## config.mk

```make
export PLATFORM = sky130hd
export DESIGN_NAME = circuito_jogo_seq
export DESIGN_NICKNAME = d
export VERILOG_FILES = /design/src/rtl/circuito_jogo_seq.sv
export SDC_FILE = /design/constraint.sdc
export NUM_CORES = 1
export LEC_CHECK = 0
export ABC_AREA = 1
export BUFFER_PORTS_ARGS = -buffer_cell sky130_fd_sc_hd__clkbuf_2
export CORE_MARGIN = 10
export CORE_UTILIZATION = 59
export CTS_CLUSTER_SIZE = 16
export DETAILED_ROUTE_END_ITERATION = 8
export PLACE_DENSITY = 0.83
export SLEW_MARGIN = 10
export SYNTH_ARGS = -nofsm -noshare
export SYNTH_HDL_FRONTEND = slang
export SYNTH_SLANG_ARGS = --single-unit
```

## constraint.sdc

```tcl
create_clock -name clock -period 2.4 [get_ports clock]
set_input_delay 0 -clock clock [delete_from_list [all_inputs] [get_ports clock]]
set_output_delay 0 -clock clock [all_outputs]
set_load 0.005 [all_outputs]
```

## src/rtl/circuito_jogo_seq.sv

```systemverilog
// Memory game top level: the player reproduces a stored sequence of plays,
// with a per-play time limit and a selectable round length.
module circuito_jogo_seq #(
    parameter int WIDTH   = 4,
    parameter int DEPTH   = 16,
    parameter int TIMEOUT = 5000,
    localparam int ADDR_W = (DEPTH > 1) ? $clog2(DEPTH) : 1
) (
    input  logic              clock,
    input  logic              reset,
    input  logic              iniciar,
    input  logic [WIDTH-1:0]  chaves,
    input  logic [ADDR_W-1:0] limite,
    input  logic              mem_we,
    input  logic [ADDR_W-1:0] mem_addr,
    input  logic [WIDTH-1:0]  mem_data,
    output logic              acertou,
    output logic              errou,
    output logic              timeout,
    output logic              pronto,
    output logic [WIDTH-1:0]  leds,
    output logic              db_igual,
    output logic [ADDR_W-1:0] db_contagem,
    output logic [WIDTH-1:0]  db_memoria,
    output logic [WIDTH-1:0]  db_jogada,
    output logic [3:0]        db_estado,
    output logic              db_tem_jogada
);

    localparam int TO_W = (TIMEOUT > 0) ? $clog2(TIMEOUT + 1) : 1;
    localparam logic [TO_W-1:0] TO_LAST = TO_W'((TIMEOUT > 0) ? TIMEOUT - 1 : 0);

    typedef enum logic [3:0] {
        INICIAL     = 4'h0,
        PREPARACAO  = 4'h1,
        ESPERA      = 4'h2,
        REGISTRA    = 4'h3,
        COMPARACAO  = 4'h4,
        PROXIMO     = 4'h5,
        FIM_ACERTO  = 4'hA,
        FIM_TIMEOUT = 4'hC,
        FIM_ERRO    = 4'hE
    } estado_t;

    estado_t estado, estado_prox;

    logic [WIDTH-1:0]  s1, s2, s3;
    logic [WIDTH-1:0]  jogada;
    logic [WIDTH-1:0]  memoria;
    logic [ADDR_W-1:0] contagem;
    logic [ADDR_W-1:0] limite_reg;
    logic [TO_W-1:0]   to_cnt;
    logic [WIDTH-1:0]  mem [DEPTH];

    logic tem_jogada;
    logic igual;
    logic fim_contagem;
    logic to_expirou;
    logic clr_dp;
    logic ld_jogada;
    logic inc_contagem;
    logic inc_to;
    logic mem_wr_ok;

    // Sequence memory: contents survive reset, writes only between rounds
    always_ff @(posedge clock) begin
        if (mem_we && mem_wr_ok) begin
            mem[mem_addr] <= mem_data;
        end
    end

    assign memoria      = mem[contagem];
    assign igual        = (jogada == memoria);
    assign fim_contagem = (contagem == limite_reg);
    assign tem_jogada   = (s2 != '0) && (s3 == '0);
    assign to_expirou   = (TIMEOUT != 0) && (to_cnt == TO_LAST);

    always_ff @(posedge clock or negedge reset) begin
        if (!reset) begin
            s1         <= '0;
            s2         <= '0;
            s3         <= '0;
            jogada     <= '0;
            contagem   <= '0;
            limite_reg <= '0;
            to_cnt     <= '0;
        end else begin
            s1 <= chaves;
            s2 <= s1;
            s3 <= s2;
            if (clr_dp) begin
                jogada     <= '0;
                contagem   <= '0;
                to_cnt     <= '0;
                limite_reg <= limite;
            end else begin
                if (ld_jogada) begin
                    jogada <= s2;
                end
                if (inc_contagem) begin
                    contagem <= contagem + ADDR_W'(1);
                    to_cnt   <= '0;
                end else if (inc_to && (to_cnt != '1)) begin
                    to_cnt <= to_cnt + TO_W'(1);
                end
            end
        end
    end

    always_ff @(posedge clock or negedge reset) begin
        if (!reset) begin
            estado <= INICIAL;
        end else begin
            estado <= estado_prox;
        end
    end

    always_comb begin
        estado_prox  = estado;
        clr_dp       = 1'b0;
        ld_jogada    = 1'b0;
        inc_contagem = 1'b0;
        inc_to       = 1'b0;
        mem_wr_ok    = 1'b0;
        case (estado)
            INICIAL: begin
                mem_wr_ok = 1'b1;
                if (iniciar) estado_prox = PREPARACAO;
            end
            PREPARACAO: begin
                clr_dp      = 1'b1;
                estado_prox = ESPERA;
            end
            ESPERA: begin
                inc_to = 1'b1;
                // A play seen in the last allowed cycle still counts
                if (tem_jogada)      estado_prox = REGISTRA;
                else if (to_expirou) estado_prox = FIM_TIMEOUT;
            end
            REGISTRA: begin
                ld_jogada   = 1'b1;
                estado_prox = COMPARACAO;
            end
            COMPARACAO: begin
                if (!igual)            estado_prox = FIM_ERRO;
                else if (fim_contagem) estado_prox = FIM_ACERTO;
                else                   estado_prox = PROXIMO;
            end
            PROXIMO: begin
                inc_contagem = 1'b1;
                estado_prox  = ESPERA;
            end
            FIM_ACERTO, FIM_ERRO, FIM_TIMEOUT: begin
                mem_wr_ok = 1'b1;
                if (iniciar) estado_prox = PREPARACAO;
            end
            default: begin
                estado_prox = INICIAL;
            end
        endcase
    end

    assign acertou       = (estado == FIM_ACERTO);
    assign errou         = (estado == FIM_ERRO);
    assign timeout       = (estado == FIM_TIMEOUT);
    assign pronto        = acertou || errou || timeout;
    assign leds          = jogada;
    assign db_jogada     = jogada;
    assign db_igual      = igual;
    assign db_contagem   = contagem;
    assign db_memoria    = memoria;
    assign db_estado     = estado;
    assign db_tem_jogada = tem_jogada;

endmodule

```

==> results of run 1 <==
-- timing repair --
action,CTS,global route
hold buffers,9,0
setup endpoints to repair,1,65
gates resized for setup,2,15
gates cloned,0,0
endpoints found under the hold margin,49,0
pin swaps,0,0
-- kinds of logic (layout without fill, tap and decap cells) --
logic type / count (synthesis) / count (layout) / share of synthesized area (%)
xor gates and xnor gates: 8 / 8 / 1.43
AOI/OAI and AO/OA: 34 / 34 / 4.18
adders and majority gates: 2 / 2 / 0.512
DFF: 105 / 105 / 60.4
and+or+nand+nor: 268 / 268 / 25.1
buffers and inverters: 92 / 149 / 8.45
-- where the power goes --
part | switching (mW) | internal, mW
sequential | 0.161 | 2.08
combinational | 1.13 | 0.578
clock | 0.603 | 0.501
total | 1.90 | 3.16
-- placed cells by master, fill, tap and decap left out, types with 7 or more instances in the layout --
cell	count
nand2_1	128
inv_1	70
edfxtp_1	64
nand3_1	53
clkbuf_2	45
dfrtp_1	40
nor2_1	33
nand2_2	14
nor2_2	12
clkbuf_8	9
dlygate4sd3_1	9
o21ai_1	8
o22ai_1	8
a21oi_1	7
-- worst max-delay path, stage by stage, from the launching register on --
cell	delay [ps]
dfrtp_2	510
inv_6	230
nand2_1	100
nand3_1	140
nand3_1	100
nand3_1	130
nand2_2	80
nand2_1	70
nand2_2	80
nor4_2	310
clkbuf_2	170
-- worst min-delay path by stage --
stage | start | endpoint | slack [ps] | cells past startpoint
3_3_place_gp | chaves[1] | s1[1] | 110 | 1
2_1_floorplan | reset | db_contagem[0] | -300 | 0
4_1_cts | iniciar | db_estado[3] | 40 | 4
5_1_grt | iniciar | db_estado[3] | 80 | 4
6_report | iniciar | db_estado[3] | 60 | 4
3_5_place_dp | chaves[2] | s1[2] | 110 | 1
-- layer usage --
layer,vias to the layer above,global-route usage [%]
met2,183,29.4
met3,23,4.22
met5,-,0
met1,1700,21.7
li1,1747,-
met4,0,6.34
-- cell type report --
class / instances / share of cell area (%)
Clock buffer: 11 / 2.39
Clock inverter: 5 / 1.32
Inverter: 75 / 5.21
Multi-Input combinational cell: 312 / 28.5
Sequential cell: 105 / 53.7
Tap cell: 105 / 2.39
Timing Repair Buffer: 58 / 6.51
==> results.py, run 1 <==
metrics = {
    "drt": {
        "drt_wl_total_mm": 10.8,
        "via_count": 3653,
        "wl_per_cell_microns": 16.1,
        "drc": 0,
        "wl_met2_mm": 5.26,
        "drtIter0Drc": 242,
        "detail-route-antenna-nets": 0,
        "wl_met1_mm": 4.47,
        "firstDrtPassIters": 5,
        "routed.top_layer": "met4",
        "wl_met3_microns": 877,
        "vias_per_cell": 5.44,
    },
    "global_route": {
        "grt_pass1_vias": 3647,
        "antenna_found_initial": 0,
        "grt_max_degree": 42,
        "grt_usage_pct": 17.6,
        "overflow": 0,
        "grt_pass1_wl_mm": 17.9,
    },
    "power": {
        "leakagePower_nw": 2.43,
        "p_total_mw": 5.06,
        "irDropWorstVdd_mv": 0.458,
        "powerDensity_nw_per_um2": 920,
    },
    "finish": {
        "multi_input_area_sq_um": 1570,
        "largest_register_ffs": 64,
        "post-route-cell-area_sq_um": 5500,
        "nFillCells": 579,
        "areaGrowthSynthToFinish_pct": 12.5,
        "drive_above_1_share_pct": 19.4,
        "post-route-util_pct": 67.6,
        "regArea_sq_um": 2950,
        "final_nets": 583,
        "final_cell_count_no_fill": 671,
        "largest_register": "mem",
        "largestRegisters": "mem: 64 flops, to_cnt: 13 flops",
        "diodes": 0,
    },
    "clock_tree": {
        "cts_buffer_depth": 2,
        "cts_buffers": 9,
        "cts_tree": "built",
        "cts.clk_slew.worst_paths_ps": 90,
        "cts_setup_buffers": 0,
        "root_buffer": "clkbuf_8",
        "cts_sinks": 105,
        "h-tree-depth": 3,
        "clk_latency_ps": 370,
    },
    "yosys": {
        "syn_inst": 509,
        "yosysMostFrequentCell": "nand2_1",
        "syn_nets": 531,
        "ys.flop_type": "edfxtp_1",
        "synth_edf_count": 64,
        "postSynthAreaPerCell_sq_um": 9.59,
        "synth-seq-cells": 105,
        "yosysTopAreaCellShare_pct": 39.4,
        "ys_types": 36,
        "synthArstFlopShare_pct": 39.0,
        "ys_top_cells_by_area": "edfxtp_1 (39%), dfrtp_1 (21%), nand2_1 (9.8%)",
        "netlist_area_sq_um": 4880,
        "synth_seq_area_share_pct": 60.4,
        "synth.top_cells.by_count": "nand2_1 (128), inv_1 (70), edfxtp_1 (64), nand3_1 (53), nor2_1 (46)",
        "synth_top_cell_by_area": "edfxtp_1",
        "yosysWarnings": 0,
    },
    "timing": {
        "rsz0062_at_grt": "yes",
        "worst_pin_slew_ps": 1000,
        "finalCriticalPeriod_ps": 2270,
        "skew_ps": 11.1,
        "setup_ws_ps": 125,
        "setup_viol": 0,
        "hold_slack_ps": 58.1,
        "max_freq_ghz": 0.440,
        "final-max-slew-violation-count": 0,
        "tns_ps": 0,
        "layout_worst_path_cycle_share_pct": 94.8,
        "relSlewSlack_pct": 33.0,
        "hold_viol_final": 0,
    },
    "placement": {
        "gp_congestion": 0.902,
        "place_hpwl_mm": 7.63,
        "dp_slack_ps": 253,
        "io_buffer_count": 45,
        "dp.cells": 646,
        "place_area_sq_um": 5150,
    },
    "worst_setup_path": {
        "cp-start-kind": "flip-flop",
        "worstPathArrival_ps": 2270,
        "end_kind": "output pin",
        "criticalPathCategory": "flip-flop to output pin",
        "crit_path_max_fanout": 33,
        "cp-startpoint": "db_contagem[0]",
        "cp_data_required_time_ps": 2400,
        "r2r-start": "db_estado[0]",
        "reg2reg_to": "mem[15][0]",
        "endpoint": "db_igual",
        "rrSetupSlack_ps": 200,
        "worst_r2r_path_depth": 11,
    },
    "status": {
        "run_status": "complete, no violations",
    },
    "worst_hold_path": {
        "hold_class": "primary input to flip-flop",
    },
    "die": {
        "initial_core_util_pct": 60.0,
        "coreArea_sq_um": 8130,
        "fp-row-count": 33,
        "die_height_microns": 111,
        "ios": 46,
        "die_w_microns": 111,
        "die_area_sq_um": 12300,
    },
    "flow_run": {
        "max-cap-violations": 0,
    },
}
(Power assumes the default switching activity.)
==> run 2, diff against run 1 <==
--- a/config.mk
+++ b/config.mk
@@ -12,6 +12,7 @@
 export CTS_CLUSTER_SIZE = 16
 export DETAILED_ROUTE_END_ITERATION = 8
 export PLACE_DENSITY = 0.83
+export RECOVER_POWER = 25
 export SLEW_MARGIN = 10
 export SYNTH_ARGS = -nofsm -noshare
 export SYNTH_HDL_FRONTEND = slang
==> results.py, run 2 (synthesis results as in run 1) <==
metrics = {
    "status": {
        "run_status": "complete, no violations",
    },
    "worst_setup_path": {
        "rrSetupSlack_ps": 200,
        "end_kind": "output pin",
        "reg2reg_to": "mem[15][0]",
        "cp-startpoint": "db_contagem[0]",
        "worstPathArrival_ps": 2280,
        "criticalPathCategory": "flip-flop to output pin",
        "cp-start-kind": "flip-flop",
        "crit_path_max_fanout": 33,
        "endpoint": "db_igual",
        "cp_data_required_time_ps": 2400,
        "r2r-start": "db_estado[0]",
        "worst_r2r_path_depth": 11,
    },
    "global_route": {
        "grt_max_degree": 42,
        "grt_pass1_wl_mm": 17.9,
        "met1_usage_pct": 21.7,
        "grt_pass1_vias": 3647,
        "antenna_found_initial": 0,
        "grt_usage_pct": 17.6,
        "grt-busiest-layer": "met2",
        "grtUsageMet2_pct": 29.4,
        "overflow": 0,
        "grtUsageMet3_pct": 4.22,
    },
    "clock_tree": {
        "root_buffer": "clkbuf_8",
        "cts_buffer_depth": 2,
        "cts.clk_slew.worst_paths_ps": 90,
        "cts_buffers": 9,
        "cts_tree": "built",
        "clk_latency_ps": 370,
        "h-tree-depth": 3,
        "cts_sinks": 105,
        "cts_setup_buffers": 0,
    },
    "finish": {
        "largest_register_ffs": 64,
        "nFillCells": 580,
        "layout_commonest_cell": "nand2_1",
        "areaGrowthSynthToFinish_pct": 12.5,
        "largestRegisters": "mem: 64 flops, to_cnt: 13 flops",
        "layout_common_cells": "nand2_1 (128), inv_1 (70), edfxtp_1 (64), nand3_1 (53), clkbuf_2 (42)",
        "final_cell_count_no_fill": 671,
        "largest_register": "mem",
        "drive_above_1_share_pct": 18.9,
        "final_nets": 583,
        "diodes": 0,
        "post-route-cell-area_sq_um": 5490,
    },
    "power": {
        "clock_power_share_pct": 21.9,
        "leakagePower_nw": 2.42,
        "combPwrFrac_pct": 33.8,
        "irDropWorstVdd_mv": 0.458,
        "powerDensity_nw_per_um2": 921,
        "internal_power_mw": 3.16,
        "swShare_pct": 37.5,
        "seqPwrFrac_pct": 44.3,
        "switchingPower_mw": 1.90,
    },
    "timing": {
        "layout_worst_path_cycle_share_pct": 94.8,
        "setup_viol": 0,
        "tns_ps": 0,
        "rsz0062_at_grt": "yes",
        "finalCriticalPeriod_ps": 2280,
        "relSlewSlack_pct": 33.0,
        "skew_ps": 11.1,
        "hold_viol_final": 0,
        "max_freq_ghz": 0.440,
        "final-max-slew-violation-count": 0,
        "worst_pin_slew_ps": 1000,
    },
    "die": {
        "die_area_sq_um": 12300,
        "ios": 46,
        "die_w_microns": 111,
        "fp-row-count": 33,
        "initial_core_util_pct": 60.0,
        "coreArea_sq_um": 8130,
        "die_height_microns": 111,
    },
    "drt": {
        "firstDrtPassIters": 5,
        "drtIter0Drc": 242,
        "detail-route-antenna-nets": 0,
        "via_count": 3661,
        "drt_wl_total_mm": 10.8,
        "drc": 0,
        "vias_per_cell": 5.46,
        "wl_per_cell_microns": 16.2,
    },
    "placement": {
        "place_hpwl_mm": 7.63,
        "io_buffer_count": 45,
        "dp.cells": 646,
        "gp_congestion": 0.902,
        "place_area_sq_um": 5150,
    },
    "worst_hold_path": {
        "hold_class": "primary input to flip-flop",
    },
    "flow_run": {
        "max-cap-violations": 0,
    },
}
[run 2: cell count changes in the layout (fill, tap and decap cells not counted)]
cell,delta
clkbuf_1,+3
clkbuf_2,-3
[run 2: worst min-delay path by stage]
stage               slack [ps]       from              to  cells after the start
floorplan                 -300      reset  db_contagem[0]                      0
global placement           110  chaves[1]           s1[1]                      1
detailed placement         110  chaves[2]           s1[2]                      1
CTS                         40    iniciar    db_estado[3]                      4
global route                80    iniciar    db_estado[3]                      4
finish                      60    iniciar    db_estado[3]                      4
[run 2: layout make-up]
class	instances	area, sq um	area share [%]
clock inverters	5	72.6	1.32
well taps	105	131	2.39
clock buffers	11	131	2.39
flip-flops and latches	105	2950	53.7
repair buffers	58	354	6.45
inverters	75	287	5.22
multi-input cells	312	1570	28.5
[run 2: stage by stage]
stage | util, % | hold slack [ps] | setup slack [ps] | power, mW
after floorplan | - | -296 | 505 | 3.45
final | 67.5 | 57.5 | 125 | 5.06
after global placement | 63.4 | 110 | 375 | 3.86
after CTS | 67.0 | 41.4 | 90.4 | 5.02
after detailed placement | 63.4 | 110 | 253 | 3.91
after global routing | 67.5 | 81.1 | -86.4 | 5.36
[run 2: worst max-delay path, cell delays in order, from the launching register on]
cell and delay (ps):
dfrtp_2 510, inv_6 230, nand2_1 100, nand3_1 140, nand3_1 100, nand3_1 130, nand2_2 80, nand2_1 70
nand2_2 80, nor4_2 310, clkbuf_2 170
[run 2: repair_timing]
| action | in CTS | in global routing |
|---|---|---|
| setup endpoints to repair | 1 | 65 |
| resized for setup | 2 | 15 |
| pin swaps | 0 | 0 |
| hold buffers | 9 | 0 |
| endpoints found under the hold margin | 49 | 0 |
[run 2: routing by layer]
| layer | wire, microns | vias up |
|---|---|---|
| met5 | 0 | - |
| met4 | 227 | 0 |
| met3 | 876 | 24 |
| met2 | 5260 | 185 |
| met1 | 4480 | 1705 |
| li1 | - | 1747 |
[run 2: power by group through the flow]
stage	Clock (mW)	Combinational [mW]	Sequential (mW)
global route	1.19	1.91	2.26
global placement	0	1.59	2.26
floorplan	0	1.20	2.24
detailed placement	0	1.64	2.27
finish	1.11	1.71	2.24
CTS	1.11	1.68	2.24
==> run 3, diff against run 2 <==
--- a/config.mk
+++ b/config.mk
@@ -5,10 +5,11 @@
 export SDC_FILE = /design/constraint.sdc
 export NUM_CORES = 1
 export LEC_CHECK = 0
-export ABC_AREA = 1
 export BUFFER_PORTS_ARGS = -buffer_cell sky130_fd_sc_hd__clkbuf_2
+export CELL_PAD_IN_SITES_DETAIL_PLACEMENT = 0
+export CELL_PAD_IN_SITES_GLOBAL_PLACEMENT = 1
 export CORE_MARGIN = 10
-export CORE_UTILIZATION = 59
+export CORE_UTILIZATION = 48
 export CTS_CLUSTER_SIZE = 16
 export DETAILED_ROUTE_END_ITERATION = 8
 export PLACE_DENSITY = 0.83
==> results.py, run 3 <==
metrics = {
    "status": {
        "run_status": "finished with violations",
        "violations": "setup timing",
    },
    "power": {
        "powerDensity_nw_per_um2": 927,
        "internal_power_mw": 3.34,
        "irDropWorstVdd_mv": 0.724,
        "swShare_pct": 34.0,
        "seqPwrFrac_pct": 44.6,
        "p_total_mw": 5.06,
        "leakagePower_nw": 2.08,
        "clock_power_share_pct": 19.9,
        "combPwrFrac_pct": 35.5,
        "switchingPower_mw": 1.72,
    },
    "clock_tree": {
        "cts_tree": "built",
        "clk_latency_ps": 370,
        "cts_sinks": 105,
        "cts.clk_slew.worst_paths_ps": 100,
        "root_buffer": "clkbuf_8",
        "cts_buffers": 9,
        "cts_buffer_depth": 2,
        "h-tree-depth": 3,
    },
    "yosys": {
        "synth_fa_ha_area_share_pct": 0.543,
        "postSynthAreaPerCell_sq_um": 13.5,
        "synth_top_cell_by_area": "edfxtp_1",
        "ys.flop_type": "edfxtp_1",
        "syn_nets": 364,
        "synth.top_cells.by_count": "edfxtp_1 (64), dfrtp_1 (41), nor2_1 (39), nand2_1 (28), mux2i_1 (17)",
        "synthMuxAreaShare_pct": 10.9,
        "synth_edf_count": 64,
        "synth_xor_area_share_pct": 3.42,
        "synthArstFlopShare_pct": 39.0,
        "syn_inst": 342,
        "yosysTopAreaCellShare_pct": 41.7,
        "netlist_area_sq_um": 4610,
        "ys_types": 51,
        "yosysWarnings": 0,
        "synth_top_family_by_area": "simple AND/OR/NAND/NOR gates",
        "synth_seq_area_share_pct": 64.0,
        "synth-seq-cells": 105,
        "yosysMostFrequentCell": "edfxtp_1",
        "synth_compound_area_share_pct": 5.67,
        "yosys.area_share.simple_pct": 12.9,
        "ys_top_cells_by_area": "edfxtp_1 (42%), dfrtp_1 (22%), mux2i_1 (3.7%)",
    },
    "finish": {
        "drive_above_1_share_pct": 26.8,
        "largest_register": "mem",
        "final_nets": 442,
        "nFillCells": 768,
        "layout_common_cells": "edfxtp_1 (64), dfrtp_1 (40), clkbuf_2 (40), nor2_1 (39), buf_4 (31)",
        "regArea_sq_um": 2950,
        "largest_register_ffs": 64,
        "areaGrowthSynthToFinish_pct": 18.3,
        "largestRegisters": "mem: 64 flops, to_cnt: 13 flops",
        "layout_commonest_cell": "edfxtp_1",
        "diodes": 0,
        "final_cell_count_no_fill": 554,
        "multi_input_area_sq_um": 1560,
    },
    "worst_setup_path": {
        "path_cells": "buf_12, mux4_2, mux4_2, xor2_2, a2111oi_4, buf_2",
        "criticalPathCategory": "flip-flop to output pin",
        "crit_path_max_fanout": 8,
        "cp_top_family": "multiplexers",
        "critPathMaxStageDelay_ps": 540,
        "cp_data_required_time_ps": 2400,
        "worstPathArrival_ps": 2690,
        "cp-startpoint": "db_contagem[1]",
        "r2r-start": "db_contagem[1]",
        "crit_path_frequent_cell": "mux4_2",
        "cp-start-kind": "flip-flop",
        "end_kind": "output pin",
        "crit_path_top_delay_cell": "mux4_2",
        "critPathBufInv": 2,
    },
    "global_route": {
        "overflow": 0,
        "grt_usage_pct": 14.2,
        "grt_pass1_wl_mm": 15.7,
        "grt_pass1_vias": 2972,
        "grt_max_degree": 42,
        "antenna_found_initial": 0,
    },
    "die": {
        "fp-row-count": 35,
        "initial_core_util_pct": 49.6,
        "die_w_microns": 118,
        "coreArea_sq_um": 9280,
        "ios": 46,
        "die_height_microns": 118,
        "die_area_sq_um": 13900,
    },
    "placement": {
        "io_buffer_count": 45,
        "dp.cells": 522,
        "place_hpwl_mm": 6.74,
        "gp_congestion": 0.857,
    },
    "worst_hold_path": {
        "hold_class": "primary input to flip-flop",
        "min-delay-start": "mem_data[2]",
    },
    "timing": {
        "hold_viol_final": 0,
        "rsz0062_at_grt": "yes",
        "setup_ws_ps": -294,
        "setup_viol": 5,
        "layout_worst_path_cycle_share_pct": 112,
        "finalCriticalPeriod_ps": 2690,
        "skew_ps": 9.93,
        "relSlewSlack_pct": 32.7,
        "worst_pin_slew_ps": 1010,
        "max_freq_ghz": 0.371,
        "final-max-slew-violation-count": 0,
    },
    "drt": {
        "firstDrtPassIters": 6,
        "wl_per_cell_microns": 17.5,
        "drtIter0Drc": 260,
        "drt_wl_total_mm": 9.70,
        "via_count": 2967,
        "vias_per_cell": 5.36,
        "drc": 0,
        "detail-route-antenna-nets": 0,
    },
    "flow_run": {
        "max-cap-violations": 0,
    },
}
## run 3: what timing repair did
item                       4_1_cts  5_1_grt
setup buffers                    6        1
pin swaps                        1        1
setup endpoints to repair        5        5
resized for setup                0       11
hold endpoints to repair        49        0
hold buffers                     9        0
## run 3: cells by family after synthesis
family	after synthesis
AOI/OAI and AO/OA	36
DFF	105
adders and majority gates	2
and+or+nand+nor	123
muxes	34
buffers and inverters	24
xor gates and xnor gates	18
## run 3: per-layer routing
metal	routed length (microns)	global-route usage [%]	vias to the layer above
met5	0	0	-
met4	156	4.40	0
met3	489	4.22	14
met2	4780	23.0	69
met1	4280	17.8	1467
li1	-	-	1417
## run 3: power by group through the flow
stage	combinational, mW	clock [mW]	sequential (mW)
final	1.79	1.01	2.26
after global routing	1.97	1.12	2.28
after CTS	1.74	1.04	2.25
after detailed placement	1.66	0	2.29
after global placement	1.63	0	2.28
after floorplan	1.11	0	2.24
## run 3: worst paths after layout
path,cells after the start,slack (ps),endpoint
min,1,160,mem[6][2]
max reg2reg,7,-140,db_estado[0]
min reg2reg,0,360,s2[0]
max,6,-290,db_igual
max in group asynchronous,2,1380,db_contagem[0]
min in group asynchronous,2,330,to_cnt[10]
## run 3: cell type report
cell class	count	share of cell area, %
Timing Repair Buffer	88	10.9
Clock buffer	11	2.41
Multi-Input combinational cell	213	28.6
Tap cell	129	2.96
Sequential cell	105	54.1
Inverter	3	0.207
Clock inverter	5	0.849
## run 3: metrics by stage
step	hold slack, ps	cell area [sq um]	setup WS [ps]	utilization (%)	TNS [ps]
6_report	156	5450	-294	58.7	-795
2_1_floorplan	-296	4610	101	-	0
3_3_place_gp	111	5110	33.8	55.1	0
5_1_grt	155	5450	-381	58.7	-1170
3_5_place_dp	111	5110	-26.7	55.1	-91.5
4_1_cts	48.2	5420	-345	58.4	-861
